==> config.mk <==
export PLATFORM = sky130hd
export DESIGN_NAME = dmem_print_sequencer
export DESIGN_NICKNAME = d
export VERILOG_FILES = /design/src/rtl/dmem_print_sequencer.sv
export SDC_FILE = /design/constraint.sdc
export NUM_CORES = 1
export LEC_CHECK = 0
export ABC_AREA = 1
export CORE_UTILIZATION = 40
export CTS_CLUSTER_SIZE = 24
export DETAILED_ROUTE_END_ITERATION = 6
export GPL_TIMING_DRIVEN = 0
export PLACE_DENSITY = 0.74
export RECOVER_POWER = 25
export SLEW_MARGIN = 15
export SYNTH_ARGS = -nofsm -noshare
export SYNTH_HDL_FRONTEND = slang
export SYNTH_SLANG_ARGS = --single-unit
==> constraint.sdc <==
create_clock -name i_clk -period 15 [get_ports i_clk]
set_input_delay 3 -clock i_clk [delete_from_list [all_inputs] [get_ports i_clk]]
set_output_delay 3 -clock i_clk [all_outputs]
set_load 0.02 [all_outputs]
==> src/rtl/dmem_print_sequencer.sv <==
// Data-memory arbiter shared by the MEM stage and a print-string engine.
// While idle, CPU traffic passes through untouched. A print request stalls the
// pipeline, then streams NUL-terminated bytes from memory onto a valid/ready port.
module dmem_print_sequencer #(
  parameter int MAX_LEN = 256
) (
  input  logic        i_clk,
  input  logic        i_rst,
  input  logic        i_cpu_mem_write,
  input  logic [31:0] i_cpu_addr,
  input  logic [31:0] i_cpu_write_data,
  output logic [31:0] o_cpu_read_data,
  input  logic        i_print_req,
  input  logic [31:0] i_print_addr,
  output logic        o_stall,
  output logic        o_mem_write,
  output logic [31:0] o_mem_addr,
  output logic [31:0] o_mem_write_data,
  input  logic [31:0] i_mem_read_data,
  output logic        o_char_valid,
  output logic [7:0]  o_char_data,
  input  logic        i_char_ready,
  output logic        o_print_done,
  output logic        o_print_trunc,
  output logic [1:0]  o_state
);

  // Character handshake: a byte transfers on any rising clk edge where
  // o_char_valid and i_char_ready are both high; o_char_data is held stable
  // while o_char_valid is high and i_char_ready is low.

  typedef enum logic [1:0] {
    S_IDLE  = 2'd0,
    S_FETCH = 2'd1,
    S_EMIT  = 2'd2,
    S_DONE  = 2'd3
  } state_t;

  localparam logic [15:0] LP_MAX_LEN = 16'(MAX_LEN);

  state_t      r_state;
  state_t      w_next;
  logic [31:0] r_ptr;
  logic [15:0] r_count;
  logic [31:0] r_word;
  logic        r_trunc;

  logic [7:0]  w_byte;
  logic        w_nul;
  logic        w_accept;
  logic        w_last;
  logic [31:0] w_ptr_inc;

  always_comb begin
    w_byte = 8'h00;
    case (r_ptr[1:0])
      2'd0: w_byte = r_word[7:0];
      2'd1: w_byte = r_word[15:8];
      2'd2: w_byte = r_word[23:16];
      2'd3: w_byte = r_word[31:24];
      default: w_byte = 8'h00;
    endcase
  end

  assign w_nul     = (w_byte == 8'h00);
  assign w_accept  = (r_state == S_EMIT) && !w_nul && i_char_ready;
  assign w_last    = ((r_count + 16'd1) == LP_MAX_LEN);
  assign w_ptr_inc = r_ptr + 32'd1;
  assign o_state   = r_state;

  always_ff @(posedge i_clk or posedge i_rst) begin
    if (i_rst) begin
      r_state <= S_IDLE;
    end else begin
      r_state <= w_next;
    end
  end

  always_ff @(posedge i_clk or posedge i_rst) begin
    if (i_rst) begin
      r_ptr   <= 32'd0;
      r_count <= 16'd0;
      r_word  <= 32'd0;
      r_trunc <= 1'b0;
    end else begin
      case (r_state)
        S_IDLE: begin
          if (i_print_req) begin
            r_ptr   <= i_print_addr;
            r_count <= 16'd0;
            r_trunc <= 1'b0;
          end
        end
        S_FETCH: r_word <= i_mem_read_data;
        S_EMIT: begin
          if (w_nul) begin
            r_trunc <= 1'b0;
          end else if (w_accept) begin
            r_ptr   <= w_ptr_inc;
            r_count <= r_count + 16'd1;
            r_trunc <= w_last;
          end
        end
        default: ;
      endcase
    end
  end

  always_comb begin
    w_next           = r_state;
    o_stall          = 1'b0;
    o_mem_write      = 1'b0;
    o_mem_addr       = 32'd0;
    o_mem_write_data = 32'd0;
    o_cpu_read_data  = 32'd0;
    o_char_valid     = 1'b0;
    o_char_data      = 8'h00;
    o_print_done     = 1'b0;
    o_print_trunc    = 1'b0;
    case (r_state)
      S_IDLE: begin
        // Gated by reset so the memory sees no CPU traffic while reset is held.
        if (!i_rst) begin
          o_mem_write      = i_cpu_mem_write;
          o_mem_addr       = i_cpu_addr;
          o_mem_write_data = i_cpu_write_data;
          o_cpu_read_data  = i_mem_read_data;
        end
        if (i_print_req) w_next = S_FETCH;
      end
      S_FETCH: begin
        o_stall    = 1'b1;
        o_mem_addr = {2'b00, r_ptr[31:2]};
        w_next     = S_EMIT;
      end
      S_EMIT: begin
        o_stall = 1'b1;
        if (w_nul) begin
          w_next = S_DONE;
        end else begin
          o_char_valid = 1'b1;
          o_char_data  = w_byte;
          if (i_char_ready) begin
            // Length limit wins over a word crossing.
            if (w_last)                    w_next = S_DONE;
            else if (w_ptr_inc[1:0] == 2'd0) w_next = S_FETCH;
          end
        end
      end
      S_DONE: begin
        o_stall       = 1'b1;
        o_print_done  = 1'b1;
        o_print_trunc = r_trunc;
        w_next        = S_IDLE;
      end
      default: w_next = S_IDLE;
    endcase
  end

endmodule

==> flow_summary.toml <==
[outcome]
status = "complete, but fails checks"
violations = "design-rule violations"

[setup_path]
crit_arrival_ns = 6.03
ff2ff_setup_slack_ns = 11.94
worstReg2RegStart = "r_ptr[0]"
path_class = "input pin to output port"
crit_path_end = "o_mem_addr[2]"
r2r-end = "r_count[6]"
startpoint = "i_rst"
reg2reg_depth = 14
critPathCaptureType = "output port"
critical_path.startpoint_type = "input pin"
crit_required_ns = 12.00
crit_fanout = 23

[logic_synthesis]
syn-num-nets = 1111
syn_area_per_cell_um2 = 6.46
syn_inst = 973
yosysMostFrequentCell = "nand2_1"
seq_area_frac_synth_pct = 33.0
synthFlopType = "dfrtp_1"
ys_top_cells_by_count = "322 x nand2_1, 123 x nor2_1, 95 x inv_1, 83 x dfrtp_1, 81 x nand3_1"
synth_top_cell_by_area = "dfrtp_1"
netlist_area_um2 = 6290
ys_top_cells_by_area = "dfrtp_1 33%, nand2_1 19%, nor2_1 7.3%"
synth_top_cell_area_share_pct = 33.0
synth.distinct_cells = 38
synthArstFlopShare_pct = 100
ys_seq_elements = 83
synth_edf_count = 0
yosysWarnings = 0

[global_routing]
overflow = 0
grt_pass1_wl_um = 34500
grt_pass1_vias = 6609
grt_max_degree = 33
grt.total_usage_pct = 27.8
antenna_found_initial = 0

[route]
wl_um = 22700
first_pass_iters = 7
num_vias = 7192
route.antenna.remaining_nets = 0
remaining_drc_errors = 1
viasPerCell = 4.97
wire_per_inst_um = 15.7
drtIter0Drc = 472

[floorplanning]
fp.dieW_um = 127
die_area_um2 = 16200
rows = 45
num_io_pins = 244
initial_core_util_pct = 41.2
die_y_um = 127
coreArea_um2 = 15300

[cts]
htree_levels = 3
clock-sinks = 83
clk_pin_slew_ns = 0.06
clk_latency_ns = 0.35
postCtsHoldBufs = 0
cts_tree = "yes"
clockBufferDepth = 2
cts_root_buf = "clkbuf_16"
cts_buffers = 9
post_cts_buffers = 0
cts_resized = 0

[sta]
rsz0062_at_grt = "no"
setup_viol = 0
hold_viol_final = 0
finalCritPeriodShare_pct = 60.2
fin_skew_ns = 0.0117
tightest_slew_ns = 0.906
final.setup.tns_ns = 0
maxSlewViolCount = 0
finalCriticalPeriod_ns = 9.03
max_freq_mhz = 111
relSlewSlack_pct = 39.6

[run]
maxCapViolCount = 0

[place]
dp_hpwl_um = 18000
place_area_um2 = 9050
port_buffers = 243
gp_congestion = 0.963

[power]
power_density_nw_per_um2 = 174
leakage_nw = 4.15
vdd_drop_max_v = 0.0000817

[hold_path]
hp-class = "register to register"

[cells_and_area]
final_layout_size_suffix_gt1_share_pct = 5.43
multiInputGateArea_um2 = 3500
fin_nets = 1368
seqCellArea_um2 = 2080
antenna_cells = 0
nFillCells = 1472
syn_to_final_growth_pct = 47.1
stdcell_area_um2 = 9250
[flip-flops by register name, indices dropped and copies added (netlist names)]
signal and cells:
r_ptr 32, o_state 2, r_count 16, r_word 32, r_trunc 1
[metrics by stage]
stage	setup WS, ns	utilization, %	std cells	power, mW	hold WS (ns)
6_report	5.97	60.6	1446	1.61	0.474
3_3_place_gp	2.94	58.9	1427	1.40	0.463
2_1_floorplan	5.51	-	973	1.02	0.445
3_5_place_dp	6.42	59.3	1430	1.42	0.465
5_1_grt	5.80	60.6	1446	1.72	0.514
4_1_cts	6.41	61.3	1446	1.65	0.480
[worst max-delay path, stage by stage]
cell and delay (ns):
dlygate4sd3_1 0.54, inv_1 0.11, clkbuf_1 0.50, clkbuf_1 0.75
buf_16 0.24, nand3_1 0.11, nand2_1 0.11, clkdlybuf4s50_1 0.64
[worst min-delay path by stage]
stage                       to  slack (ns)  depth (start not counted)       start
finish               r_word[0]        0.47                          2   r_word[0]
global placement     r_word[0]        0.46                          2   r_word[0]
global route        r_word[11]        0.51                          2  r_word[11]
floorplan            r_word[6]        0.45                          2   r_word[6]
detailed placement   r_word[0]        0.47                          2   r_word[0]
CTS                  r_word[0]        0.48                          2   r_word[0]
[cells by family (layout without fill, tap and decap cells)]
| kind of cell | count (synthesis) | count (layout) | synth area share, % |
|---|---|---|---|
| flops | 83 | 83 | 33.0 |
| mux | 14 | 14 | 2.23 |
| xor+xnor | 19 | 19 | 2.65 |
| buf+inv | 149 | 411 | 10.3 |
| simple gates | 583 | 583 | 38.8 |
| compound gates | 120 | 120 | 12.0 |
| fa+ha+maj | 5 | 5 | 0.995 |
[cells in the final DEF, fill, tap and decap left out, types with 4 or more instances in the layout]
cell / synthesis / routed
inv_1: 95 / 95
nand3b_1: 5 / 5
dlygate4sd3_1: 0 / 34
clkbuf_16: 0 / 9
nor3_1: 17 / 17
o21ai_0: 68 / 82
nand4_1: 12 / 12
ha_1: 5 / 5
nor2_1: 123 / 123
buf_2: 7 / 6
nand3_1: 81 / 81
clkdlybuf4s50_1: 0 / 209
dfrtp_1: 83 / 83
nand2_2: 4 / 4
xor2_1: 16 / 16
nor2_2: 6 / 6
clkbuf_1: 29 / 38
nand2_1: 322 / 323
a21oi_1: 5 / 5
inv_2: 4 / 4
mux2i_1: 14 / 14
o21ai_1: 5 / 4
o21ai_2: 34 / 21
[layout make-up]
| type | count | area share (%) |
|---|---|---|
| Clock inverter | 3 | 0.500 |
| Buffer | 50 | 2.52 |
| Multi-Input combinational cell | 741 | 37.8 |
| Sequential cell | 83 | 22.5 |
| Clock buffer | 13 | 2.81 |
| Tap cell | 211 | 2.85 |
| Timing Repair Buffer | 246 | 27.0 |
| Inverter | 99 | 4.02 |
[per-layer routing]
metal,share of wire (%),GRT usage [%],vias to the layer above
met5,0,0,-
met4,2.6,10.3,0
met3,7.9,5.36,37
met2,48,48.1,315
met1,42,34.4,3266
li1,-,-,3574
[where the power goes]
group          internal [mW]  switching, mW
registers              0.316         0.0849
logic                  0.367          0.614
clock network          0.139         0.0922
total                  0.822          0.791
(Power assumes the default switching activity.)
